<file path="config.mk">
export PLATFORM = sky130hd
export DESIGN_NAME = gate_window_ctrl
export DESIGN_NICKNAME = d
export VERILOG_FILES = /design/src/rtl/gate_window_ctrl.sv
export SDC_FILE = /design/constraint.sdc
export NUM_CORES = 1
export LEC_CHECK = 0
export CAP_MARGIN = 20
export CORE_ASPECT_RATIO = 1.5
export CORE_UTILIZATION = 25
export DETAILED_ROUTE_END_ITERATION = 10
export GPL_ROUTABILITY_DRIVEN = 0
export PLACE_DENSITY = 0.55
export SETUP_SLACK_MARGIN = 0.15
export SLEW_MARGIN = 20
export SYNTH_ARGS = -nofsm -noshare
export SYNTH_HDL_FRONTEND = slang
export SYNTH_SLANG_ARGS = --single-unit
</file>
<file path="constraint.sdc">
create_clock -name clock -period 3.73 [get_ports clock]
set_clock_uncertainty 0.15 [all_clocks]
set_input_delay 0.5595 -clock clock [delete_from_list [all_inputs] [get_ports clock]]
set_output_delay 0.5595 -clock clock [all_outputs]
set_load 0.01 [all_outputs]
</file>
<file path="src/rtl/gate_window_ctrl.sv">
// Radar gate conditioner: synchronises gate_in and opens a receive window counted in rxstrobe samples.
// Optional macro GATE_TIMESTAMP_EN adds output stamp, the rxstrobe index latched at each window start.
module gate_window_ctrl #(
   parameter int SYNC_STAGES = 2,
   parameter int CNT_WIDTH   = 16
) (
   input  logic                 clock,
   input  logic                 reset,
   input  logic                 enable,
   input  logic                 gate_in,
   input  logic                 rxstrobe,
   input  logic [CNT_WIDTH-1:0] delay,
   input  logic [CNT_WIDTH-1:0] window_len,
   input  logic                 clear_status,
   output logic                 gate_enable,
   output logic                 window_active,
   output logic [CNT_WIDTH-1:0] sample_count,
   output logic [CNT_WIDTH-1:0] gate_count,
   output logic                 missed_gate
`ifdef GATE_TIMESTAMP_EN
   ,
   output logic [31:0]          stamp
`endif
);

   localparam logic [CNT_WIDTH-1:0] CNT_ZERO = {CNT_WIDTH{1'b0}};
   localparam logic [CNT_WIDTH-1:0] CNT_ONE  = {{(CNT_WIDTH-1){1'b0}}, 1'b1};
   localparam logic [CNT_WIDTH-1:0] CNT_MAX  = {CNT_WIDTH{1'b1}};

   typedef enum logic [1:0] {
      ST_IDLE     = 2'd0,
      ST_DELAY    = 2'd1,
      ST_ACTIVE   = 2'd2,
      ST_WAIT_LOW = 2'd3
   } state_t;

   state_t                 state_r;
   state_t                 state_nxt_s;
   logic [SYNC_STAGES-1:0] sync_r;
   logic                   gate_d_r;
   logic                   gate_s;
   logic                   rise_s;
   logic                   accept_s;
   logic                   dly_step_s;
   logic                   samp_step_s;
   logic [CNT_WIDTH-1:0]   dly_cnt_r;
   logic [CNT_WIDTH-1:0]   delay_lat_r;
   logic [CNT_WIDTH-1:0]   len_lat_r;
   logic [CNT_WIDTH-1:0]   dly_next_s;
   logic [CNT_WIDTH-1:0]   samp_next_s;

   assign gate_s      = sync_r[SYNC_STAGES-1];
   assign rise_s      = gate_s & ~gate_d_r;
   assign dly_next_s  = dly_cnt_r + CNT_ONE;
   assign samp_next_s = sample_count + CNT_ONE;

   // Gate synchroniser chain plus the edge-detect delay flop.
   always_ff @(posedge clock) begin
      if (reset) begin
         sync_r   <= {SYNC_STAGES{1'b0}};
         gate_d_r <= 1'b0;
      end else begin
         sync_r   <= {sync_r[SYNC_STAGES-2:0], gate_in};
         gate_d_r <= gate_s;
      end
   end

   // Next-state decode; enable low always wins and returns the FSM to IDLE.
   always_comb begin
      state_nxt_s = state_r;
      accept_s    = 1'b0;
      dly_step_s  = 1'b0;
      samp_step_s = 1'b0;
      case (state_r)
         ST_IDLE: begin
            if (enable && rise_s) begin
               accept_s = 1'b1;
               if (delay == CNT_ZERO) begin
                  state_nxt_s = ST_ACTIVE;
               end else begin
                  state_nxt_s = ST_DELAY;
               end
            end else begin
               state_nxt_s = ST_IDLE;
            end
         end
         ST_DELAY: begin
            if (!enable) begin
               state_nxt_s = ST_IDLE;
            end else if (rxstrobe) begin
               dly_step_s = 1'b1;
               if (dly_next_s == delay_lat_r) begin
                  state_nxt_s = ST_ACTIVE;
               end else begin
                  state_nxt_s = ST_DELAY;
               end
            end else begin
               state_nxt_s = ST_DELAY;
            end
         end
         ST_ACTIVE: begin
            if (!enable) begin
               state_nxt_s = ST_IDLE;
            end else if (rxstrobe) begin
               // Follow-gate mode ends on the first strobe that sees the gate low, uncounted.
               if (len_lat_r == CNT_ZERO) begin
                  if (!gate_s) begin
                     state_nxt_s = ST_WAIT_LOW;
                  end else begin
                     samp_step_s = 1'b1;
                  end
               end else begin
                  samp_step_s = 1'b1;
                  if (samp_next_s == len_lat_r) begin
                     state_nxt_s = ST_WAIT_LOW;
                  end else begin
                     state_nxt_s = ST_ACTIVE;
                  end
               end
            end else begin
               state_nxt_s = ST_ACTIVE;
            end
         end
         ST_WAIT_LOW: begin
            if (!enable || !gate_s) begin
               state_nxt_s = ST_IDLE;
            end else begin
               state_nxt_s = ST_WAIT_LOW;
            end
         end
         default: begin
            state_nxt_s = ST_IDLE;
         end
      endcase
   end

   // State, registered window outputs, latched window parameters and the per-window counters.
   always_ff @(posedge clock) begin
      if (reset) begin
         state_r       <= ST_IDLE;
         gate_enable   <= 1'b0;
         window_active <= 1'b0;
         dly_cnt_r     <= CNT_ZERO;
         delay_lat_r   <= CNT_ZERO;
         len_lat_r     <= CNT_ZERO;
         sample_count  <= CNT_ZERO;
      end else begin
         state_r       <= state_nxt_s;
         gate_enable   <= (state_nxt_s == ST_ACTIVE);
         window_active <= (state_nxt_s == ST_DELAY) || (state_nxt_s == ST_ACTIVE);
         if (accept_s) begin
            delay_lat_r  <= delay;
            len_lat_r    <= window_len;
            dly_cnt_r    <= CNT_ZERO;
            sample_count <= CNT_ZERO;
         end else begin
            if (dly_step_s) begin
               dly_cnt_r <= dly_next_s;
            end
            if (samp_step_s && (sample_count != CNT_MAX)) begin
               sample_count <= samp_next_s;
            end
         end
      end
   end

   // Host-visible status: accepted gate count (wrapping) and the sticky missed-edge flag.
   always_ff @(posedge clock) begin
      if (reset) begin
         gate_count  <= CNT_ZERO;
         missed_gate <= 1'b0;
      end else if (clear_status) begin
         gate_count  <= accept_s ? CNT_ONE : CNT_ZERO;
         missed_gate <= 1'b0;
      end else begin
         if (accept_s) begin
            gate_count <= gate_count + CNT_ONE;
         end
         if (rise_s && (state_r != ST_IDLE)) begin
            missed_gate <= 1'b1;
         end
      end
   end

`ifdef GATE_TIMESTAMP_EN
   logic [31:0] ts_cnt_r;

   // Free-running strobe index, sampled (pre-increment) on each entry to ACTIVE.
   always_ff @(posedge clock) begin
      if (reset) begin
         ts_cnt_r <= 32'd0;
         stamp    <= 32'd0;
      end else begin
         if (rxstrobe) begin
            ts_cnt_r <= ts_cnt_r + 32'd1;
         end
         if ((state_nxt_s == ST_ACTIVE) && (state_r != ST_ACTIVE)) begin
            stamp <= ts_cnt_r;
         end
      end
   end
`endif

endmodule

</file>
# Yosys cells after proc, flatten, opt, wreduce, memory -nomap -nowiden
# Index checks and enable logic that the tools add are counted.
# W data, S select, Z words.
# classes
muxes,25
add_sub_neg,3
n_reduce_logical,14
n_eq_ne,8
bitwise_logic,2
# ops
operator,n
$add A16 B1 Y16 const B,3
$eq A16 B16 Y1,2
$logic_not A16 Y1,2
$mux W16,2
$mux W2,10
$ne A16 B16 Y1 const B,1
$mux W1,12
$pmux W2 S4,1
$eq A2 B2 Y1 const B,3
$eq A2 B1 Y1 const B,2
$reduce_bool A2 Y1,2
$reduce_or A2 Y1,2
$logic_and A1 B1 Y1,3
$logic_not A1 Y1,2
$logic_not A2 Y1,1
$logic_or A1 B1 Y1,2
$and A1 B1 Y1,1
$not A1 Y1,1
# word_totals
in_bits,38
out_inout_bits,35
register_bits,88

# Longest topological paths before layout
# Gate-level depths: netlist of run 1.
# logic_depth
depth_word,9
mapped_depth,11

# Worst setup path after synthesis of run 1
# Ideal clock, no wire load.
# synth_path
path_type,register to register
start,reg dly_cnt_r[0]
end,reg window_active
required_ps,3514
n_path_buf,1
arrival_time_ps,2807
path_slack_ps,706
setup_ps,66
synth_period_minus_slack_ps,3024
stages_incl_launch_ff,12
cell_sequence,dfxtp_1 > ha_1 > nand4_4 > or4_1 > buf_2 > mux2_4 > o311ai_1 > o2111a_1 > nand3_1 > a21oi_1 > ha_1 > nor2_1
# synth_between
elab_chain_cells,8
word_cells_on_any_way,9
classes_between,1 x add/sub; 3 x eq/ne; 4 x mux; 1 x reduce/logical
# synth_rtl
element,line,source
start: declaration,46,logic [CNT_WIDTH-1:0] dly_cnt_r;
start signal: assignment,158,dly_cnt_r <= dly_next_s;
$add A16 B1 Y16 (*),54,assign dly_next_s = dly_cnt_r + CNT_ONE;
$eq A16 B16 Y1 (*),92,if (dly_next_s == delay_lat_r) begin
$mux W2 (*),92,
$mux W2 (*),90,end else if (rxstrobe) begin
$mux W2 (*),88,if (!enable) begin
$pmux W2 S4 (*),74,case (state_r)
$eq A2 B1 Y1 or $eq A2 B2 Y1 (tied branches),150,window_active <= (state_nxt_s == ST_DELAY) || (state_nxt_s == ST_ACTIVE);
$logic_or A1 B1 Y1 (*),150,
end signal: assignment,150,
end: declaration,16,"output logic window_active,"
# Every way passes the cells marked *; elsewhere a longest branch is shown, timed or not.
# A chain may end at the register's enable or synchronous reset.

# Worst setup path in the final report of run 1
# Ends and elaborated chain as after synthesis.

==> impl_metrics.yaml, run 1 <==
timing:
  slew_headroom_pct: 57.95
  tightestPinTransition_ps: 625.0
  worst_hold_slack_ps: 289.5
  finalSetupViolCount: 0
  tns_ps: 0
  rsz0062_at_grt: "false"
  slew_viol_final: 0
  post-route-min-period_ps: 3304
  clock.fmax_ghz: 0.3027
  layout_worst_path_cycle_share_pct: 88.57
  final-hold-violation-count: 0
setup_path:
  r2r_setup_slack_ps: 430
  worstPathArrival_ps: 3430
  crit_chain: "ha_2 > nand4_4 > or4_1 > mux2_4 > o311ai_1 > o2111a_1 > nand3_1 > a21oi_1 > ha_1 > nor2_1"
  critical_path_required_ps: 3850
  reg2reg_depth: 10
  critPathSlowestCell: "or4_1"
  cpPeakStageDelay_ps: 650
  worstSetupPathType: "flip-flop to flip-flop"
  endpoint_kind: "flip-flop"
  cp_max_fo: 7
  worstReg2RegEnd: "window_active"
  cp-start-kind: "flip-flop"
  rr_startpoint: "dly_cnt_r[0]"
power:
  p_int_mw: 1.610
  ir_drop_v: 0.0002415
  p_sw_share_pct: 21.49
  combPwrFrac_pct: 5.7
  p_leak_nw: 1.947
  power.density_mw_per_mm2: 348.0
  p_clk_share_pct: 47.6
  p_sw_uw: 440.6
  p_seq_share_pct: 46.7
clock_tree:
  cts_tree: "built"
  numCtsBuffers: 9
  clk_latency_ps: 340
  cts_max_level: 3
  cts_setup_buffers: 0
  path_clk_slew_ps: 60
  cts-root-buf: "clkbuf_16"
  cts_buffer_depth: 2
  cts.sinks: 88
grt:
  grt_overflow: 0
  grt.total_usage_pct: 13.66
  grt_pass1_vias: 4090
  grt_max_degree: 41
  antenna_found_initial: 0
  grt_pass1_wl_microns: 20550
finish:
  antenna_cells: 0
  drive_above_1_share_pct: 4.718
  layout.cells.non_filler: 874
  nets: 695
  area_growth_syn_to_layout_pct: 27.02
synth:
  syn-num-nets: 635
  avgSynthCellArea_sq_um: 7.837
  synth.top_cell.area_share_pct: 37.97
  netlist_area_sq_mm: 0.004639
  synthCells: 592
  yosysTopAreaCell: "dfxtp_1"
  ys_warn_count: 0
  synth_edf_count: 0
  synthTopCellsByArea: "dfxtp_1 (38%), xnor2_1 (8.3%), nand2_1 (8.2%)"
  yosysUniqueCellTypes: 48
  ys_ff_latch: 88
  ys_seq_area_share_pct: 37.97
  synth_ff_type: "dfxtp_1"
  async_flop_share_pct: 0
die:
  initial_core_util_pct: 25.75
  dieArea_sq_mm: 0.01912
  die_h_microns: 168.8
  core_sq_mm: 0.01802
  die_width_microns: 113.2
  ios: 73
  num_rows: 60
placed_design:
  dp_hpwl_microns: 9532
  dp_cells: 858
  portBuffers: 72
drt:
  via_per_inst: 4.834
  route.vias.total: 4225
  ant_nets: 0
  drt_iter0_drc: 124
  drc: 0
  dr.pass1.iters: 4
  drt-wirelength-per-cell_microns: 14.42
  wl_microns: 12600
min_path:
  holdCritStartpoint: "sync_r[0]"
  holdCritPathClass: "flip-flop to flip-flop"
  hold_depth: 1
  min_to: "sync_r[1]"
outcome:
  outcome: "completed"
run:
  maxCapViolCount: 0
[worst max-delay path, delay by kind of cell, from the launching register on]
family / cells / cell delay, ps
fa+ha+maj: 2 / 540
simple gates: 4 / 1030
flops: 1 / 430
mux: 1 / 340
compound gates: 3 / 760
[flip-flops by register name (all words and copies together), names as in the netlist]
name / cells
state_r: 2
delay_lat_r: 16
gate_enable: 1
window_active: 1
sample_count: 16
gate_d_r: 1
len_lat_r: 16
sync_r: 2
gate_count: 16
dly_cnt_r: 16
missed_gate: 1
[power groups by stage]
stage	logic (mW)	clock network [mW]	registers, mW
after floorplan	0.0530	0	0.976
after global placement	0.118	0	0.979
after detailed placement	0.117	0	0.979
after CTS	0.118	1.01	0.958
after global routing	0.128	1.04	0.958
final	0.117	0.976	0.958
[kinds of logic after synthesis]
group / Yosys count / synth area share [%]
mux: 6 / 1.402
simple gates: 285 / 30.61
fa+ha+maj: 5 / 1.348
compound gates: 94 / 11.54
flops: 88 / 37.97
buf+inv: 42 / 3.533
xor+xnor: 72 / 13.59
[metal layers]
layer | vias up | track usage, % | wire length (microns)
met3 | 18 | 1.898 | 376
met2 | 80 | 24.65 | 6695
li1 | 2168 | - | -
met1 | 1959 | 15.36 | 5183
met5 | - | 0 | 0
met4 | 0 | 7.437 | 345
[layout by cell type, fill, tap and decap left out, drive strengths merged, types with 12 or more instances in the layout]
cell type / count
dfxtp: 88
nor2: 58
nor4: 12
xor2: 28
nand2: 101
nand4: 20
or3: 15
clkdlybuf4s50: 72
nand3: 20
xnor2: 44
o21ai: 20
a21oi: 50
[worst max path at each step]
stage	startpoint	end	slack, ps	depth (start not counted)
detailed placement	dly_cnt_r[0]	window_active	460	10
floorplan	dly_cnt_r[0]	window_active	710	11
CTS	dly_cnt_r[0]	window_active	380	10
global route	dly_cnt_r[0]	window_active	180	10
global placement	dly_cnt_r[0]	window_active	500	10
finish	dly_cnt_r[0]	window_active	430	10
[area by class of cell]
type	instances	area [sq um]
Clock inverter	6	82.58
Multi-Input combinational cell	462	2716
Inverter	11	41.29
Fill cell	1964	12120
Tap cell	217	271.5
Sequential cell	88	1762
Timing Repair Buffer	80	780.7
Clock buffer	10	239.0
[metrics by stage]
stage | power, mW | worst slack (ps) | area [sq um] | utilization (%)
3_3_place_gp | 1.097 | 503.2 | 5569 | 30.91
3_5_place_dp | 1.097 | 461.4 | 5569 | 30.91
6_report | 2.051 | 426.4 | 5893 | 32.71
2_1_floorplan | 1.029 | 706.3 | 4639 | -
4_1_cts | 2.085 | 377.0 | 5891 | 32.69
5_1_grt | 2.130 | 184.1 | 5893 | 32.71
[synthesized netlist by cell type, drive strengths merged, types with 3 or more instances]
master / n
nand2: 101
dfxtp: 88
nor2: 58
a21oi: 50
xnor2: 44
xor2: 28
clkbuf: 22
nand3: 20
nand4: 20
o21ai: 20
or3: 15
nor4: 12
inv: 11
nor3: 11
a31oi: 10
and3: 9
buf: 9
nor2b: 7
and4: 5
ha: 5
mux2i: 5
nand2b: 5
and2: 3
and3b: 3
nand3b: 3
nor3b: 3
or2: 3
[repair_timing]
action / CTS / global route
endpoints found under the setup margin: 0 / 1
hold buffers: 0 / 0
gates resized for setup: 0 / 1
Power figures use the tool's default switching activity.
==> inputs of run 2 (changes only) <==
--- a/config.mk
+++ b/config.mk
@@ -7,6 +7,7 @@
 export LEC_CHECK = 0
 export CAP_MARGIN = 20
 export CORE_ASPECT_RATIO = 1.5
+export CORE_MARGIN = 2
 export CORE_UTILIZATION = 25
 export DETAILED_ROUTE_END_ITERATION = 10
 export GPL_ROUTABILITY_DRIVEN = 0
==> run 2 against run 1 <==
Effect of this change:
- setup slack better by 33 ps
- critical path depth unchanged
- clock power shrank 3.0%
- non-clock buffer count fell by 3
- cell count is 3.7% higher
- die area up 3.0%
- sequential power hardly changed
- sequential share of layout area barely moved
==> impl_metrics.yaml, run 2 (synthesized netlist as in run 1, its figures left out) <==
power:
  power.density_mw_per_mm2: 342.8
  p_int_mw: 1.534
  p_seq_share_pct: 47.4
  ir_drop_v: 0.0002277
  p_clk_share_pct: 46.9
  p_sw_uw: 486.2
  p_sw_share_pct: 24.06
  combPwrFrac_pct: 5.7
  p_leak_nw: 1.921
  finalPower_mw: 2.020
die:
  die_width_microns: 115.2
  initial_core_util_pct: 25.22
  ios: 73
  num_rows: 61
  die_h_microns: 170.8
  core_sq_mm: 0.01839
  dieArea_sq_mm: 0.01969
clock_tree:
  cts_hold_repair.buffers: 0
  cts_buffer_depth: 2
  cts-root-buf: "clkbuf_16"
  cts_setup_buffers: 0
  numCtsBuffers: 9
  cts_max_level: 3
  cts.sinks: 88
  clk_latency_ps: 350
  cts_tree: "built"
  path_clk_slew_ps: 70
  cts.repair.resized: 0
drt:
  drc: 0
  route.vias.total: 4232
  via_per_inst: 4.671
  wl_microns: 13040
  dr.pass1.iters: 5
  ant_nets: 0
  drt-wirelength-per-cell_microns: 14.39
  drt_iter0_drc: 169
timing:
  slew_viol_final: 0
  clock.fmax_ghz: 0.3058
  tightestPinTransition_ps: 670.4
  finalSetupViolCount: 0
  fin_ws_ps: 459.9
  final-hold-violation-count: 0
  layout_worst_path_cycle_share_pct: 87.67
  rsz0062_at_grt: "false"
  post-route-min-period_ps: 3270
  tns_ps: 0
  slew_headroom_pct: 54.89
setup_path:
  cpPeakStageDelay_ps: 640
  worstPathArrival_ps: 3400
  endpoint_kind: "flip-flop"
  critPathSlowestCell: "or4_1"
  critical_path_required_ps: 3860
  worstSetupPathType: "flip-flop to flip-flop"
  crit_chain: "ha_1 > nand4_4 > or4_1 > mux2_4 > o311ai_1 > o2111a_1 > nand3_1 > a21oi_1 > ha_1 > nor2_1"
  cpMostUsedCell: "ha_1"
  cp_max_fo: 7
  cp-start-kind: "flip-flop"
finish:
  drive_above_1_share_pct: 4.128
  final_area_sq_mm: 0.005894
  final_common_cell: "nand2_1"
  area_growth_syn_to_layout_pct: 27.05
  layout.cells.non_filler: 906
  layout_common_cells: "nand2_1 (101), dfxtp_1 (88), clkdlybuf4s50_1 (72)"
  nets: 692
  antenna_cells: 0
run:
  maxCapViolCount: 0
placed_design:
  place_ws_ps: 458.1
  dp_cells: 890
  portBuffers: 72
  placed_cell_area_sq_mm: 0.005590
  dp_hpwl_microns: 9710
min_path:
  holdCritPathClass: "flip-flop to flip-flop"
grt:
  grt_max_degree: 41
  grt_pass1_vias: 4002
  grt_pass1_wl_microns: 20850
  grt_overflow: 0
  antenna_found_initial: 0
  grt.total_usage_pct: 13.60
outcome:
  outcome: "completed"
-- run 2: cell types whose count changed in the layout (fill, tap and decap cells not counted) --
cell	change
ha_2	-1
buf_4	-3
clkinv_2	-2
bufinv_16	-1
inv_8	+1
ha_1	+1
inv_6	+2
clkbuf_8	-1
clkinvlp_4	+1
-- run 2: area by class of cell --
class                      instances  area (sq um)
inverter                          11         41.29
multi-input combinational        462          2714
tap                              252         315.3
clock buffer                       9         225.2
fill                            1982         12500
clock inverter                     7         78.83
sequential                        88          1762
timing repair buffer              77         758.2
-- run 2: per-layer routing --
metal	track usage (%)	share of wire [%]	vias to the layer above
met5	0	0	-
met4	6.653	3.0	0
met3	1.842	3.1	22
met2	24.60	52	80
met1	15.47	41	1972
li1	-	-	2158
-- run 2: critical path, delay by kind of cell, from the launching register on --
| family | cells | cell delay, ps |
|---|---|---|
| flops | 1 | 440 |
| simple gates | 4 | 1020 |
| fa+ha+maj | 2 | 570 |
| mux | 1 | 330 |
| compound gates | 3 | 690 |
-- run 2: path summary, 6_finish.rpt --
path	start	to	slack (ps)	depth (start not counted)
hold reg to reg	sync_r[0]	sync_r[1]	290	1
setup / recovery	dly_cnt_r[0]	window_active	460	10
hold / removal	sync_r[0]	sync_r[1]	290	1
setup reg to reg	dly_cnt_r[0]	window_active	460	10
-- run 2: through the flow --
step           util (%)  hold WS [ps]
3_5_place_dp      30.39         283.6
6_report          32.05         294.1
4_1_cts           32.05         299.5
5_1_grt           32.05         312.2
3_3_place_gp      30.39         282.7
2_1_floorplan         -         263.8
-- run 2: power by group through the flow --
| stage | Sequential, mW | Combinational, mW | Clock (mW) |
|---|---|---|---|
| after floorplan | 0.976 | 0.0530 | 0 |
| after CTS | 0.957 | 0.117 | 0.977 |
| after global routing | 0.958 | 0.127 | 1.01 |
| final | 0.957 | 0.116 | 0.947 |
| after detailed placement | 0.979 | 0.116 | 0 |
| after global placement | 0.979 | 0.117 | 0 |
